<file path="src/rtl/vpp_bcd_pkg.sv">
// ---------------------------------------------------------------------------
// vpp_bcd_pkg
// Shared constants for the peak-to-peak measurement stage: FSM state codes,
// BCD/centivolt widths and the single shift-add-3 (double dabble) step used
// by the conversion engine.
// ---------------------------------------------------------------------------
package vpp_bcd_pkg;

    localparam int BCD_DIGITS = 3;
    localparam int CENTI_W    = 10;
    localparam int CENTI_MAX  = 999;
    localparam int CONV_STEPS = 10;
    localparam int BCD_W      = 4 * BCD_DIGITS;
    localparam int SR_W       = BCD_W + CENTI_W;

    localparam logic [1:0] S_IDLE = 2'd0;
    localparam logic [1:0] S_MUL  = 2'd1;
    localparam logic [1:0] S_CONV = 2'd2;
    localparam logic [1:0] S_LOAD = 2'd3;

    // One double-dabble iteration on {bcd, binary}: every BCD nibble >= 5
    // gets +3, then the whole register shifts left by one.
    function automatic logic [SR_W-1:0] dd_step(input logic [SR_W-1:0] r);
        logic [SR_W-1:0] t;
        t = r;
        for (int unsigned i = 0; i < BCD_DIGITS; i++) begin
            if (t[CENTI_W + 4*i +: 4] >= 4'd5) begin
                t[CENTI_W + 4*i +: 4] = t[CENTI_W + 4*i +: 4] + 4'd3;
            end
        end
        return {t[SR_W-2:0], 1'b0};
    endfunction

endpackage

</file>
<file path="src/rtl/bcd_shift_add3.sv">
// ---------------------------------------------------------------------------
// bcd_shift_add3
// Sequential binary-to-BCD converter, one shift-add-3 iteration per clock.
//   clk, rst  : clock, synchronous active-high reset
//   start_i   : load bin_i; the first iteration happens on this same edge
//   bin_i     : 10-bit binary value (0..999)
//   busy_o    : conversion in progress
//   done_o    : the final iteration completes on the coming edge
//   bcd_o     : 3-digit BCD result, valid once busy_o has dropped
// ---------------------------------------------------------------------------
module bcd_shift_add3
    import vpp_bcd_pkg::*;
(
    input  logic               clk,
    input  logic               rst,
    input  logic               start_i,
    input  logic [CENTI_W-1:0] bin_i,
    output logic               busy_o,
    output logic               done_o,
    output logic [BCD_W-1:0]   bcd_o
);

    localparam int STEP_W = 4;

    logic [SR_W-1:0]   sr_q, sr_d;
    logic [STEP_W-1:0] step_q, step_d;
    logic              busy_q, busy_d;

    always_comb begin
        sr_d   = sr_q;
        step_d = step_q;
        busy_d = busy_q;
        if (start_i) begin
            sr_d   = dd_step({{BCD_W{1'b0}}, bin_i});
            step_d = STEP_W'(1);
            busy_d = 1'b1;
        end else if (busy_q) begin
            sr_d = dd_step(sr_q);
            if (step_q == STEP_W'(CONV_STEPS - 1)) begin
                step_d = '0;
                busy_d = 1'b0;
            end else begin
                step_d = step_q + STEP_W'(1);
            end
        end
    end

    always_ff @(posedge clk) begin
        if (rst) begin
            sr_q   <= '0;
            step_q <= '0;
            busy_q <= 1'b0;
        end else begin
            sr_q   <= sr_d;
            step_q <= step_d;
            busy_q <= busy_d;
        end
    end

    // Asserted one cycle early so the caller can leave its wait state on the
    // same edge that lands the final iteration.
    assign done_o = busy_q && (step_q == STEP_W'(CONV_STEPS - 1));
    assign busy_o = busy_q;
    assign bcd_o  = sr_q[SR_W-1 -: BCD_W];

endmodule

</file>
<file path="src/rtl/vpp_bcd_measure.sv">
// ---------------------------------------------------------------------------
// vpp_bcd_measure
// Tracks min/max ADC codes over WINDOW accepted samples, scales the span to
// centivolts, converts to BCD and presents X.YZ volts to the display driver.
//   clk, rst      : clock, synchronous active-high reset
//   sample_in     : unsigned ADC code
//   sample_valid  : sample_in accepted on this edge
//   integer_data  : BCD volts digit
//   float1_data   : BCD tenths digit
//   float2_data   : BCD hundredths digit
//   result_valid  : one-cycle pulse when the digits update
//   over_range    : latest result was clamped to 9.99
// ---------------------------------------------------------------------------
module vpp_bcd_measure
    import vpp_bcd_pkg::*;
#(
    parameter int ADC_W      = 8,
    parameter int WINDOW     = 50000,
    parameter int VREF_CENTI = 330
) (
    input  logic             clk,
    input  logic             rst,
    input  logic [ADC_W-1:0] sample_in,
    input  logic             sample_valid,
    output logic [3:0]       integer_data,
    output logic [3:0]       float1_data,
    output logic [3:0]       float2_data,
    output logic             result_valid,
    output logic             over_range
);

    localparam int CNT_W  = $clog2(WINDOW);
    localparam int PROD_W = ADC_W + CENTI_W;

    logic [CNT_W-1:0]   cnt_q, cnt_d;
    logic [ADC_W-1:0]   max_q, max_d, min_q, min_d;
    logic [ADC_W-1:0]   max_new, min_new, vpp_q, vpp_d;
    logic [1:0]         state_q, state_d;
    logic [CENTI_W-1:0] centi_q, centi_d, centi_raw;
    logic [PROD_W-1:0]  prod;
    logic               over_q, over_d, start_q, start_d;
    logic [BCD_W-1:0]   bcd_q, bcd_d, conv_bcd;
    logic               over_range_q, over_range_d, rv_q, rv_d;
    logic               close, conv_busy, conv_done;

    // Trackers and window counter; the closing sample is folded into
    // max_new/min_new before the snapshot is taken.
    always_comb begin
        cnt_d   = cnt_q;
        max_d   = max_q;
        min_d   = min_q;
        close   = 1'b0;
        max_new = (sample_in > max_q) ? sample_in : max_q;
        min_new = (sample_in < min_q) ? sample_in : min_q;
        if (sample_valid) begin
            if (cnt_q == CNT_W'(WINDOW - 1)) begin
                close = 1'b1;
                cnt_d = '0;
                max_d = '0;
                min_d = '1;
            end else begin
                cnt_d = cnt_q + CNT_W'(1);
                max_d = max_new;
                min_d = min_new;
            end
        end
    end

    assign prod      = PROD_W'(vpp_q) * PROD_W'(VREF_CENTI);
    assign centi_raw = prod[PROD_W-1 -: CENTI_W];

    always_comb begin
        state_d      = state_q;
        vpp_d        = vpp_q;
        centi_d      = centi_q;
        over_d       = over_q;
        start_d      = 1'b0;
        bcd_d        = bcd_q;
        over_range_d = over_range_q;
        rv_d         = 1'b0;
        case (state_q)
            // A close outside S_IDLE is dropped by simply not snapshotting.
            S_IDLE: if (close) begin
                vpp_d   = max_new - min_new;
                state_d = S_MUL;
            end
            S_MUL: begin
                if (centi_raw > CENTI_W'(CENTI_MAX)) begin
                    centi_d = CENTI_W'(CENTI_MAX);
                    over_d  = 1'b1;
                end else begin
                    centi_d = centi_raw;
                    over_d  = 1'b0;
                end
                if (!conv_busy) begin
                    start_d = 1'b1;
                    state_d = S_CONV;
                end
            end
            S_CONV: if (conv_done) state_d = S_LOAD;
            S_LOAD: begin
                bcd_d        = conv_bcd;
                over_range_d = over_q;
                rv_d         = 1'b1;
                state_d      = S_IDLE;
            end
            default: state_d = S_IDLE;
        endcase
    end

    always_ff @(posedge clk) begin
        if (rst) begin
            cnt_q        <= '0;
            max_q        <= '0;
            min_q        <= '1;
            vpp_q        <= '0;
            state_q      <= S_IDLE;
            centi_q      <= '0;
            over_q       <= 1'b0;
            start_q      <= 1'b0;
            bcd_q        <= '0;
            over_range_q <= 1'b0;
            rv_q         <= 1'b0;
        end else begin
            cnt_q        <= cnt_d;
            max_q        <= max_d;
            min_q        <= min_d;
            vpp_q        <= vpp_d;
            state_q      <= state_d;
            centi_q      <= centi_d;
            over_q       <= over_d;
            start_q      <= start_d;
            bcd_q        <= bcd_d;
            over_range_q <= over_range_d;
            rv_q         <= rv_d;
        end
    end

    bcd_shift_add3 u_conv (
        .clk     (clk),
        .rst     (rst),
        .start_i (start_q),
        .bin_i   (centi_q),
        .busy_o  (conv_busy),
        .done_o  (conv_done),
        .bcd_o   (conv_bcd)
    );

    assign integer_data = bcd_q[11:8];
    assign float1_data  = bcd_q[7:4];
    assign float2_data  = bcd_q[3:0];
    assign result_valid = rv_q;
    assign over_range   = over_range_q;

endmodule

</file>
<file path="config.mk">
export PLATFORM = sky130hd
export DESIGN_NAME = vpp_bcd_measure
export DESIGN_NICKNAME = d
export VERILOG_FILES = /design/src/rtl/vpp_bcd_pkg.sv /design/src/rtl/bcd_shift_add3.sv /design/src/rtl/vpp_bcd_measure.sv
export SDC_FILE = /design/constraint.sdc
export NUM_CORES = 1
export LEC_CHECK = 0
export CORE_AREA = 2 2 103 105
export DETAILED_ROUTE_END_ITERATION = 12
export DIE_AREA = 0 0 105 107
export DONT_BUFFER_PORTS = 1
export PLACE_DENSITY = 0.83
export SLEW_MARGIN = 40
export SYNTH_ARGS = -nofsm -noshare
export SYNTH_HDL_FRONTEND = slang
export SYNTH_HIERARCHICAL = 1
export SYNTH_SLANG_ARGS = --single-unit
</file>
<file path="constraint.sdc">
create_clock -name clk -period 4.8 [get_ports clk]
set_input_delay 0.24 -clock clk [delete_from_list [all_inputs] [get_ports clk]]
set_output_delay 0.24 -clock clk [all_outputs]
set_load 0.01 [all_outputs]
</file>
======== Word level (Yosys, flattened, before mapping) ========
Cells that the tools add are included.
word-level totals
  word-level logic and storage cells ...... 71
  bits of input ports ..................... 11
  memories kept ........................... 0
  bits in read-only memories .............. 0
  latch bits .............................. 0
  register bits after elaboration ......... 94
  RAM bits ................................ 0
  output and inout bits ................... 14
operators by class
  add/subtract/negate cells ............... 6
  bitwise operators ....................... 1
  reduce and logical (&&, ||, !) cells .... 7
  equality and inequality tests ........... 8
  divide/modulo/power cells ............... 0
  multiplexer cells ....................... 26
  multiply operators ...................... 1
  shift-type cells ........................ 0
  magnitude comparators ................... 6
operators by type and width
  kind                                                 number
  two-way mux 8 bit                                    4
  two-way mux 11 bit                                   2
  adder 16 x 1 -> 16 bit, second input constant        1
  equality test 16 bit, second input constant          1
  multiplier 8 x 8 -> 16 bit, second input constant    1
  two-way mux 16 bit                                   1
  >= comparator 4 x 3 -> 1 bit, second input constant  3
  two-way mux 4 bit                                    3
  > comparator 9 x 10 -> 1 bit, second input constant  1
  two-way mux 1 bit                                    10
  two-way mux 10 bit                                   1
  adder 4 x 2 -> 4 bit, second input constant          2
  > comparator 8 bit                                   1
  less-than comparator 8 bit                           1
  case mux 2 bit (4 select lines)                      1
  subtractor 8 bit                                     1
  two-way mux 2 bit                                    3
  inequality test 2 bit, second input constant         3
  adder 4 x 1 -> 4 bit, second input constant          1
  equality test 2 bit, second input constant           2
  equality test 4 bit, second input constant           1
  OR reduction 2 bit                                   2
  adder 3 x 2 -> 3 bit, second input constant          1
  two-way mux 3 bit                                    1
  other kinds (7)                                      7

======== Logic depth before layout (Yosys ltp) ========
Gate-level depths: netlist (run 1).
  depth in word-level cells ............... 5
  depth in mapped cells ................... 17
  mapped depth without buffers ............ 16

======== By module ========
The synthesis (run 1) kept the hierarchy.
modules (own cells, without submodules)
  module           area an instance (um^2)  sequential area each (um^2)  instances  cells each
  vpp_bcd_measure  4379.2                   1301.2                       1          497
  bcd_shift_add3   1557.7                   520.5                        1          177

======== Worst setup path after synthesis (run 1) ========
OpenSTA, ideal clock, no wires.
  kind .................................... reg2reg
  start ................................... reg max_q[7]
  end ..................................... reg vpp_q[7]
  path buffers ............................ 0
  arrival time ............................ 3.355 ns
  cell stages (with the launch flop) ...... 16
  path slack .............................. 1.342 ns
  library setup time ...................... 0.103 ns
  data required time ...................... 4.697 ns
  cell sequence ........................... dfxtp_1 > inv_1 > ha_1 > nand4_2 > nor2_2 > nor2b_2 > nor2_4 > mux2i_1 > inv_1 > ha_1 > a21o_1 > a21oi_1 > a211oi_1 > a211o_2 > mux2i_1 > a2111oi_2
on the way
  cells in the longest elaborated chain, start to end .. 3
ends and longest elaborated chain
  what                      line                    RTL
  start: declaration        vpp_bcd_measure.sv:36   logic [ADC_W-1:0] max_q, max_d, min_q, min_d;
  start signal: assignment  vpp_bcd_measure.sv:126  max_q <= max_d;
  > comparator 8 bit        vpp_bcd_measure.sv:53   max_new = (sample_in > max_q) ? sample_in : max_q;
  two-way mux 8 bit *       vpp_bcd_measure.sv:53
  subtractor 8 bit *        vpp_bcd_measure.sv:84   vpp_d = max_new - min_new;
  end signal: assignment    vpp_bcd_measure.sv:128  vpp_q <= vpp_d;
  end: declaration          vpp_bcd_measure.sv:37   logic [ADC_W-1:0] max_new, min_new, vpp_q, vpp_d;
Every way passes the cells marked *; elsewhere a longest branch is shown, timed or not.
A chain may end at the register's enable or synchronous reset.

======== Worst setup path after layout (run 1) ========
Same ends and word-level chain as after synthesis.

==> run summary, run 1 <==
Port bufs = 0
Worst Skew = 0.0120 ns
Gp weighted congestion = 0.963
Wire length per cell = 14.3 um
Simple-gate share of the synthesized area = 0.191
#FFs+latches synth = 91
DRT Pass-1 Iters = 5
Ys async rst share = 0
Worst rel slew slack = 0.465
Synthesized-area fraction occupied by adder cells = 0.180
Filler cell count = 875
Initial drt markers = 146
Synthesis Warnings = 6
Slew @ Worst Pin = 0.802 ns
Worst Path Buf+Inv = 2
Post-CTS Setup Bufs = 0
Post_cts resized = 0
GR Util All Layers = 0.211
CTS tree = yes
Fmax = 254 MHz
Synthesized cell area = 5940 um^2
Fin util = 0.606
Critical path arrival = 4.19 ns
Count of cell types in the netlist = 71
Worst IR Drop VDD = 0.170 mV
Setup repair after global routing missed its margin = false
FF/Latch Area = 1820 um^2
Slowest stage delay, CP = 0.40 ns
Fin. Hold Viols = 0
Top delay family on crit path = compound AO/OA/AOI/OAI gates
Area Growth Syn to Fin = 3.01%
Post-DRT Antenna Nets = 0
Root Buffer = clkbuf_8
First-pass GRT wire length = 19800 um
Slowest CP cell = mux2i_1
Seq/Total Area, Yosys = 0.307
Post-synthesis mux area share = 0.0938
Grt total ovfl = 0
Layout Nets = 741
Largest net degree at the start of global routing = 54
Initial core utilization = 0.588
H-tree Lvls = 3
Cell row count = 37
Mean Syn Cell Area = 8.81 um^2
Vias = 4507
Hold_buf cts = 2
Largest family of logic cells by synthesized area = simple AND/OR/NAND/NOR gates
Crit-path cells = inv_1, ha_1, nand4_2, nor2_2, nor2b_2, nor2_4, mux2i_1, inv_1, ha_1, a21o_1, a21oi_1, a211oi_1, a211o_2, mux2i_1, a2111oi_2
Finished Layout Cells = 791
Crit Path Max Fanout = 10
Synth Instances = 674
Final HPWL DP = 8190 um
Final Cycle Share = 0.821
Status = complete, no violations
Xor/xnor share of the synthesized area = 0.0398
Multi-input logic area = 3710 um^2
Setup_tns = 0 ns
Initial antenna violation count = 0
Vias in the first global route = 4401
Fraction of layout cells with a size suffix above 1 = 0.0779
Fin crit period = 3.94 ns
Hold/Removal Path Class = in -> reg
Antenna Cells = 0
I/O pins = 25
Hold_ws = 0.0275 ns
Crit. End Element = register
Skew-Pair Late Insertion Delay = 0.36 ns
DRC = 0
Most frequent cells in the layout = dfxtp_1, nor2_1, ha_1
Die ar. = 11200 um^2
Dominant synthesized flop cell = dfxtp_1
Clock transition at the registers of the reported paths = 0.09 ns
DR vias/cell = 5.70
Placed Instances = 773
EDFF count, synth = 0
Final Max Tran Viols = 0
Cell area power density = 283 nW/um^2
Critical Setup Path Class = reg -> reg
Die Y = 107 um
Max-cap viol count = 0
Die width = 105 um
Final Setup Violations = 0
CP Launch Type = register
Most common cell after layout, fill and taps aside = dfxtp_1
CTS max path bufs = 2
CTS sink count = 91
Synth Area in Compound Gates = 0.118
Num CTS Buffers = 9
Lkg Pwr = 2.55 nW
Core area = 10100 um^2
Routed wire length = 11300 um
Worst Path Required = 5.05 ns
[worst paths after layout]
path,depth (start not counted),start,slack (ns),to
max,15,max_q[7],0.86,vpp_q[7]
min,2,sample_valid,0.03,min_q[3]
max reg2reg,15,max_q[7],0.86,vpp_q[7]
min reg2reg,2,centi_q[7],0.48,centi_q[7]
[registers in the layout, indices dropped and copies added, names as in the netlist]
| signal | cells |
|---|---|
| max_q | 8 |
| centi_q | 9 |
| u_conv/sr_q | 21 |
| bcd_q | 12 |
| cnt_q | 16 |
| vpp_q | 8 |
| u_conv/step_q | 4 |
| u_conv/busy_o | 1 |
| state_q | 2 |
| result_valid | 1 |
| min_q | 8 |
| start_q | 1 |
[through the flow]
stage	power (mW)	cell area (um^2)	setup slack, ns
2_1_floorplan	1.18	5940	1.34
3_5_place_dp	1.20	5880	0.902
5_1_grt	1.83	6120	0.526
4_1_cts	1.75	6110	0.857
3_3_place_gp	1.18	5880	1.15
6_report	1.73	6120	0.859
[layout make-up]
type	instances	share of cell area
tap	136	0.0278
multi-input combinational	499	0.607
timing repair buffer	3	0.00614
clock inverter	7	0.0131
sequential	91	0.298
clock buffer	9	0.0203
inverter	46	0.0282
[per-layer routing]
metal | global-route usage | wire (um) | vias to the layer above
met3 | 0.0480 | 538 | 19
li1 | - | - | 2276
met2 | 0.378 | 5600 | 102
met4 | 0.0743 | 190 | 0
met5 | 0 | 0 | -
met1 | 0.248 | 4970 | 2110
[cells by family after synthesis]
family / Yosys count
buffers and inverters: 85
AO/OA/AOI/OAI: 107
XOR/XNOR: 27
multiplexers: 52
other: 1
AND/OR/NAND/NOR: 229
adder cells (fa/ha/maj): 82
flip-flops: 91
[synthesized netlist by cell type, types with 12 or more instances]
library cell,count,area [um^2]
nor2_1,86,323
buf_4,15,113
a21oi_1,35,175
nor2b_1,15,93.8
nand3_1,16,80.1
clkbuf_1,12,45.0
inv_1,46,173
o21ai_0,23,115
nand2_1,44,165
mux2_2,12,135
dfxtp_1,91,1820
mux2i_1,37,370
xnor2_1,17,149
ha_1,74,926
[worst register-to-register path, cell delays in order, from the launching register on]
cell and delay [ns]:
dfxtp_1 0.39, inv_1 0.08, ha_1 0.33, nand4_2 0.18
nor2_2 0.23, nor2b_2 0.11, nor2_4 0.31, mux2i_1 0.40
inv_1 0.10, ha_1 0.30, a21o_1 0.16, a21oi_1 0.32
a211oi_1 0.15, a211o_2 0.35, mux2i_1 0.14, a2111oi_2 0.28
[where the power goes]
part / leakage (nW) / switching, mW / total, mW / internal (mW)
Sequential: 0.737 / 0.0544 / 0.841 / 0.786
Combinational: 1.72 / 0.197 / 0.356 / 0.159
Clock: 0.0973 / 0.287 / 0.535 / 0.248
Note: power is estimated with default switching activity, not from simulation.
==> run 2, diff against run 1 <==
- CORE_AREA: 2 2 103 105 -> 2 2 105 107
- DIE_AREA: 0 0 105 107 -> 0 0 107 109
- PLACE_DENSITY: 0.83 -> 0.84
- clock period: 4.8 -> 3.55 ns (I/O delays scaled with it)
==> run 2 against run 1 <==
Net effect: core utilization grew 0.46 points; via count is 5.2% higher; maximum frequency up 14%; cell count rose by 3.5%; critical path depth unchanged; highest routed layer unchanged.
==> run summary, run 2 (synthesis gave the netlist of run 1 again) <==
Status = complete, no violations
Top flop regs = u_conv/sr_q (21), cnt_q (16), bcd_q (12)
CTS max path bufs = 2 (unchanged)
Crit. End Element = register
Grt total ovfl = 0 (unchanged)
DRT Pass-1 Iters = 6 (+1)
Die Y = 109 um (+1.9%)
Cell area power density = 366 nW/um^2 (+29%)
Crit Path Max Fanout = 4 (-6)
GR peak layer = met2
Final Cycle Share = 0.971 (+0.150)
Fmax = 290 MHz (+14%)
Area Growth Syn to Fin = 9.04%
Max reg flops = 21 (unchanged)
Fin util = 0.611 (+0.00457)
Max-cap viol count = 0 (unchanged)
Placed cell area = 5970 um^2 (+1.6%)
Clock transition at the registers of the reported paths = 0.10 ns (about the same)
Final HPWL DP = 8500 um (+3.8%)
Die ar. = 11700 um^2 (+3.8%)
CTS tree = yes
Hold_ws = 0.0136 ns (-0.0139 ns)
Initial drt markers = 182 (+25%)
Vias in the first global route = 4579 (+4.0%)
Final Max Tran Viols = 0 (unchanged)
Gp weighted congestion = 0.924 (-4.0%)
Slew @ Worst Pin = 0.809 ns (+0.00754 ns)
I/O pins = 25 (unchanged)
H-tree Lvls = 3 (unchanged)
Fin crit period = 3.45 ns (-0.495 ns)
Worst Path Required = 3.82 ns (-1.23 ns)
DR vias/cell = 5.79 (+1.6%)
CP Launch Type = register
M3 GR Usage = 0.0412 (-0.00678)
Skew-Pair Late Insertion Delay = 0.37 ns (about the same)
Most flops, register = u_conv/sr_q
Wire length per cell = 15.6 um (+9.4%)
GR Util All Layers = 0.215 (+0.00399)
Lkg Pwr = 2.66 nW (+4.2%)
CTS sink count = 91 (unchanged)
Final Setup Violations = 0 (unchanged)
Worst Skew = 0.0165 ns (+0.00459 ns)
Die width = 107 um (+1.9%)
Antenna Cells = 0 (unchanged)
Post-DRT Antenna Nets = 0 (unchanged)
Fraction of layout cells with a size suffix above 1 = 0.144 (+0.0665)
Most common cell after layout, fill and taps aside = nor2_1
DRC = 0 (unchanged)
Placed Instances = 789 (+2.1%)
Largest net degree at the start of global routing = 54 (unchanged)
Cell row count = 38 (+2.7%)
Layout Nets = 765 (+3.2%)
Num CTS Buffers = 9 (unchanged)
Critical Setup Path Class = reg -> reg
Routed wire length = 12800 um (+13%)
Worst r2r path cells = 15 (unchanged)
Root Buffer = clkbuf_8
Initial core utilization = 0.560 (-0.0283)
Finished Layout Cells = 819 (+3.5%)
Critical path arrival = 3.72 ns (-0.47 ns)
First-pass GRT wire length = 20500 um (+3.4%)
Worst rel slew slack = 0.460 (-0.00502)
Met2 GRT Util = 0.396 (+0.0178)
Fin. Hold Viols = 0 (unchanged)
Core area = 10600 um^2 (+5.1%)
Initial antenna violation count = 0 (unchanged)
Min-Delay Path Depth = 3 (+1)
Final Cell Area = 6470 um^2 (+5.9%)
Hold/Removal Path Class = in -> reg
Worst IR Drop VDD = 0.362 mV (+110%)
Pwr Total = 2.37 mW (+37%)
Most frequent cells in the layout = nor2_1, dfxtp_1, ha_1
GR Util met1 = 0.255 (+0.00661)
Port bufs = 0 (unchanged)
Vias = 4740 (+5.2%)
[run 2: cell count changes in the layout (fill, tap and decap cells not counted), sizes merged]
cell / previous run / this run
inv: 50 / 48
clkinv: 0 / 3
clkbuf: 9 / 11
dlygate4sd3: 1 / 3
bufinv: 1 / 0
clkinvlp: 2 / 0
buf: 2 / 24
[run 2: area by class of cell]
class                   instances  area [um^2]
fillers                       846         4130
well taps                     140          175
clock inverters                 5         43.8
repair buffers                 27          226
flip-flops and latches         91         1830
multi-input cells             499         3880
inverters                      46          173
clock buffers                  11          141
[run 2: where the power goes]
| part | total (mW) | switching, mW | leakage, nW | internal (mW) |
|---|---|---|---|---|
| Sequential | 1.15 | 0.0810 | 0.738 | 1.06 |
| Combinational | 0.550 | 0.299 | 1.83 | 0.251 |
| Clock | 0.672 | 0.389 | 0.0945 | 0.283 |
| Total | 2.37 | 0.769 | 2.66 | 1.60 |
[run 2: stage by stage]
step	setup TNS (ns)	worst slack, ns
floorplan	0	0.0919
global placement	0	0.0690
detailed placement	-0.0250	-0.0250
CTS	0	0.0000959
global route	-0.141	-0.0647
finish	0	0.104
[run 2: path summary, 6_finish.rpt]
kind                            startpoint    endpoint  slack, ns
worst max-delay path              min_q[1]    vpp_q[7]       0.10
worst min-delay path                   rst  centi_q[8]       0.01
worst max register to register    min_q[1]    vpp_q[7]       0.10
worst min register to register    cnt_q[1]    cnt_q[1]       0.50
[run 2: repair_timing]
| item | CTS | global route |
|---|---|---|
| hold buffers | 2 | 2 |
| hold endpoints to repair | 61 | 2 |
| setup buffers | 1 | 9 |
| resized for setup | 4 | 34 |
| pin swaps | 4 | 20 |
| setup endpoints to repair | 1 | 6 |
[run 2: critical path: stages (launching register included)]
cell       delay (ns)
dfxtp_1          0.38
inv_1            0.06
ha_1             0.18
a21o_1           0.16
a31oi_1          0.13
o21ai_1          0.09
o41a_1           0.45
mux2i_2          0.33
buf_4            0.17
ha_1             0.22
a21o_1           0.18
a21oi_4          0.18
a211oi_2         0.10
a211o_2          0.31
mux2i_1          0.14
a2111oi_2        0.27
[run 2: per-layer routing]
layer  share of wire  routed length (um)  vias to the layer above
met4           0.020                 261                        0
met3           0.045                 582                       30
li1                -                   -                     2335
met5               0                   0                        -
met2            0.52                6600                      124
met1            0.42                5350                     2251
==> run 3, diff against run 2 <==
- CORE_AREA: 2 2 105 107 -> 2 2 102 104
- CTS_CLUSTER_DIAMETER: default -> 50
- DIE_AREA: 0 0 107 109 -> 0 0 104 106
- SYNTH_HIERARCHICAL: 1 -> default
==> run 3 against run 2 <==
Net effect: hold slack better by 0.0091 ns; clock power up 13%; non-clock buffer count down 12; final area down 6.1%; routed wire length down 11%.
==> run summary, run 3 <==
Worst Path Required = 3.80 ns (-0.02 ns)
Fraction of layout cells with a size suffix above 1 = 0.0930 (-0.0513)
Routed wire length = 11300 um (-11%)
Post-DRT Antenna Nets = 0 (unchanged)
Crit Path Max Fanout = 4 (unchanged)
Mean Syn Cell Area = 8.64 um^2 (-2.0%)
Num CTS Buffers = 9 (unchanged)
Synthesized net count = 740
Root Buffer = clkbuf_8
Most common cell after layout, fill and taps aside = nor2_1
CTS sink count = 91 (unchanged)
Clock transition at the registers of the reported paths = 0.09 ns (about the same)
I/O pins = 25 (unchanged)
Synthesized cell area = 5600 um^2 (-5.6%)
Dominant synthesized flop cell = dfxtp_1
Synth top area cells = dfxtp_1, ha_1, nor2_1, mux2i_1, a21oi_1
#FFs+latches synth = 91 (unchanged)
Layout Nets = 742 (-3.0%)
Largest net degree at the start of global routing = 54 (unchanged)
Critical Setup Path Class = reg -> reg
Initial drt markers = 245 (+35%)
H-tree Lvls = 3 (unchanged)
Placed cell area = 5730 um^2 (-4.0%)
Status = complete, no violations
Fin crit period = 3.43 ns (-0.0148 ns)
Synth Instances = 649 (-3.7%)
Antenna Cells = 0 (unchanged)
DR vias/cell = 5.59 (-3.5%)
GR Util All Layers = 0.208 (-0.00689)
Vias in the first global route = 4248 (-7.2%)
Die ar. = 11000 um^2 (-5.5%)
Grt total ovfl = 0 (unchanged)
Lkg Pwr = 2.67 nW (+0.38%)
Initial antenna violation count = 0 (unchanged)
Final Max Tran Viols = 0 (unchanged)
Fmax = 291 MHz (+0.43%)
Final Setup Violations = 0 (unchanged)
Most frequent cells in the layout = nor2_1, dfxtp_1, ha_1
Gp weighted congestion = 0.879 (-4.9%)
Core area = 10000 um^2 (-5.7%)
Final Cycle Share = 0.966 (-0.00418)
CTS tree = yes
Most flops, register = u_conv.sr_q
Worst rel slew slack = 0.441 (-0.0190)
Synth top cells by count = nor2_1, dfxtp_1, ha_1, a21oi_1, nand2_1
Seq/Total Area, Yosys = 0.325 (+0.0182)
DRT Pass-1 Iters = 5 (-1)
Area Growth Syn to Fin = 8.46%
Wire length per cell = 14.3 um (-8.3%)
Skew-Pair Late Insertion Delay = 0.37 ns (about the same)
CTS max path bufs = 2 (unchanged)
Cell row count = 37 (-2.6%)
Worst Skew = 0.0138 ns (-0.00272 ns)
Port bufs = 0 (unchanged)
Max reg flops = 21 (unchanged)
Final HPWL DP = 8230 um (-3.2%)
Cell area power density = 398 nW/um^2 (+8.9%)
EDFF count, synth = 0 (unchanged)
Die Y = 106 um (-2.8%)
Hold/Removal Path Class = in -> reg
Post-synth top area cell = dfxtp_1
Synth top area share = 0.325 (+0.0182)
Top flop regs = u_conv.sr_q (21), cnt_q (16), bcd_q (12)
Fin. Hold Viols = 0 (unchanged)
Initial core utilization = 0.560 (about the same)
DRC = 0 (unchanged)
Ys async rst share = 0 (unchanged)
Filler cell count = 819 (-3.2%)
Crit. End Element = register
Critical path arrival = 3.68 ns (-0.04 ns)
Count of cell types in the netlist = 59 (-17%)
Top-count cell post-synth = nor2_1
Die width = 104 um (-2.8%)
Final Cell Area = 6080 um^2 (-6.1%)
First-pass GRT wire length = 19000 um (-7.3%)
Vias = 4425 (-6.6%)
CP Launch Type = register
Max-cap viol count = 0 (unchanged)
Synthesis Warnings = 0 (-6)
Worst IR Drop VDD = 0.332 mV (-8.2%)
Slew @ Worst Pin = 0.838 ns (+0.0284 ns)
Setup_tns = 0 ns (unchanged)
[run 3: layer usage]
| layer | wire length [um] | track usage | up-vias |
|---|---|---|---|
| met2 | 5780 | 0.370 | 94 |
| met1 | 4890 | 0.250 | 2076 |
| met5 | 0 | 0 | - |
| li1 | - | - | 2234 |
| met4 | 180 | 0.0676 | 0 |
| met3 | 490 | 0.0478 | 21 |
[run 3: per-stage QoR]
step | hold slack [ns] | total power [mW] | util | cells | setup slack, ns
after floorplan | 0.326 | 1.54 | - | 649 | 0.0723
after global placement | 0.254 | 1.61 | 0.573 | 769 | 0.183
after detailed placement | 0.255 | 1.64 | 0.573 | 769 | 0.0550
after CTS | 0.00944 | 2.41 | 0.600 | 789 | 0.0371
after global routing | 0.0196 | 2.55 | 0.608 | 792 | -0.0555
final | 0.0227 | 2.42 | 0.608 | 792 | 0.119
[run 3: layout make-up]
type,instances,area [um^2],area share
sequential,91,1830,0.300
clock inverter,6,77.6,0.0128
clock buffer,10,138,0.0226
inverter,47,176,0.0290
timing repair buffer,15,133,0.0218
tap,136,170,0.0280
multi-input combinational,487,3560,0.585
[run 3: repair_timing]
action,CTS,global route
buffers inserted,0,3
resized for setup,0,17
setup endpoints to repair,0,7
endpoints found under the hold margin,60,0
hold buffers,4,0
[run 3: kinds of logic after synthesis]
group           count (synthesis)  synth area share
buf+inv                        71            0.0496
simple gates                  209             0.169
flops                          91             0.325
mux                            39            0.0710
xor+xnor                       34            0.0556
other cells                     1          0.000669
fa+ha+maj                      80             0.187
compound gates                124             0.143
[run 3: where the power goes]
part	internal [mW]	leakage (nW)	switching [mW]	total, mW
combinational	0.241	1.82	0.315	0.556
clock	0.359	0.107	0.397	0.756
sequential	1.06	0.738	0.0488	1.11
total	1.66	2.67	0.761	2.42
[run 3: critical path: stages (launching register included)]
cell and delay [ns]:
dfxtp_2 0.36, inv_1 0.05, ha_1 0.28, nor2b_1 0.14, o211ai_1 0.31, a211oi_4 0.14, nor2_4 0.19, mux2_4 0.33
ha_1 0.32, or2_2 0.30, a21o_1 0.21, a21o_1 0.19, a21o_1 0.19, o41ai_2 0.06, xnor2_1 0.17, a211oi_2 0.08
[run 3: worst paths after layout]
check	endpoint	cells after the start	from	slack (ns)
setup / recovery	vpp_q[7]	15	max_q[1]	0.12
hold / removal	min_q[5]	3	sample_valid	0.02
setup reg to reg	vpp_q[7]	15	max_q[1]	0.12
hold reg to reg	u_conv.sr_q[8]	2	centi_q[7]	0.48
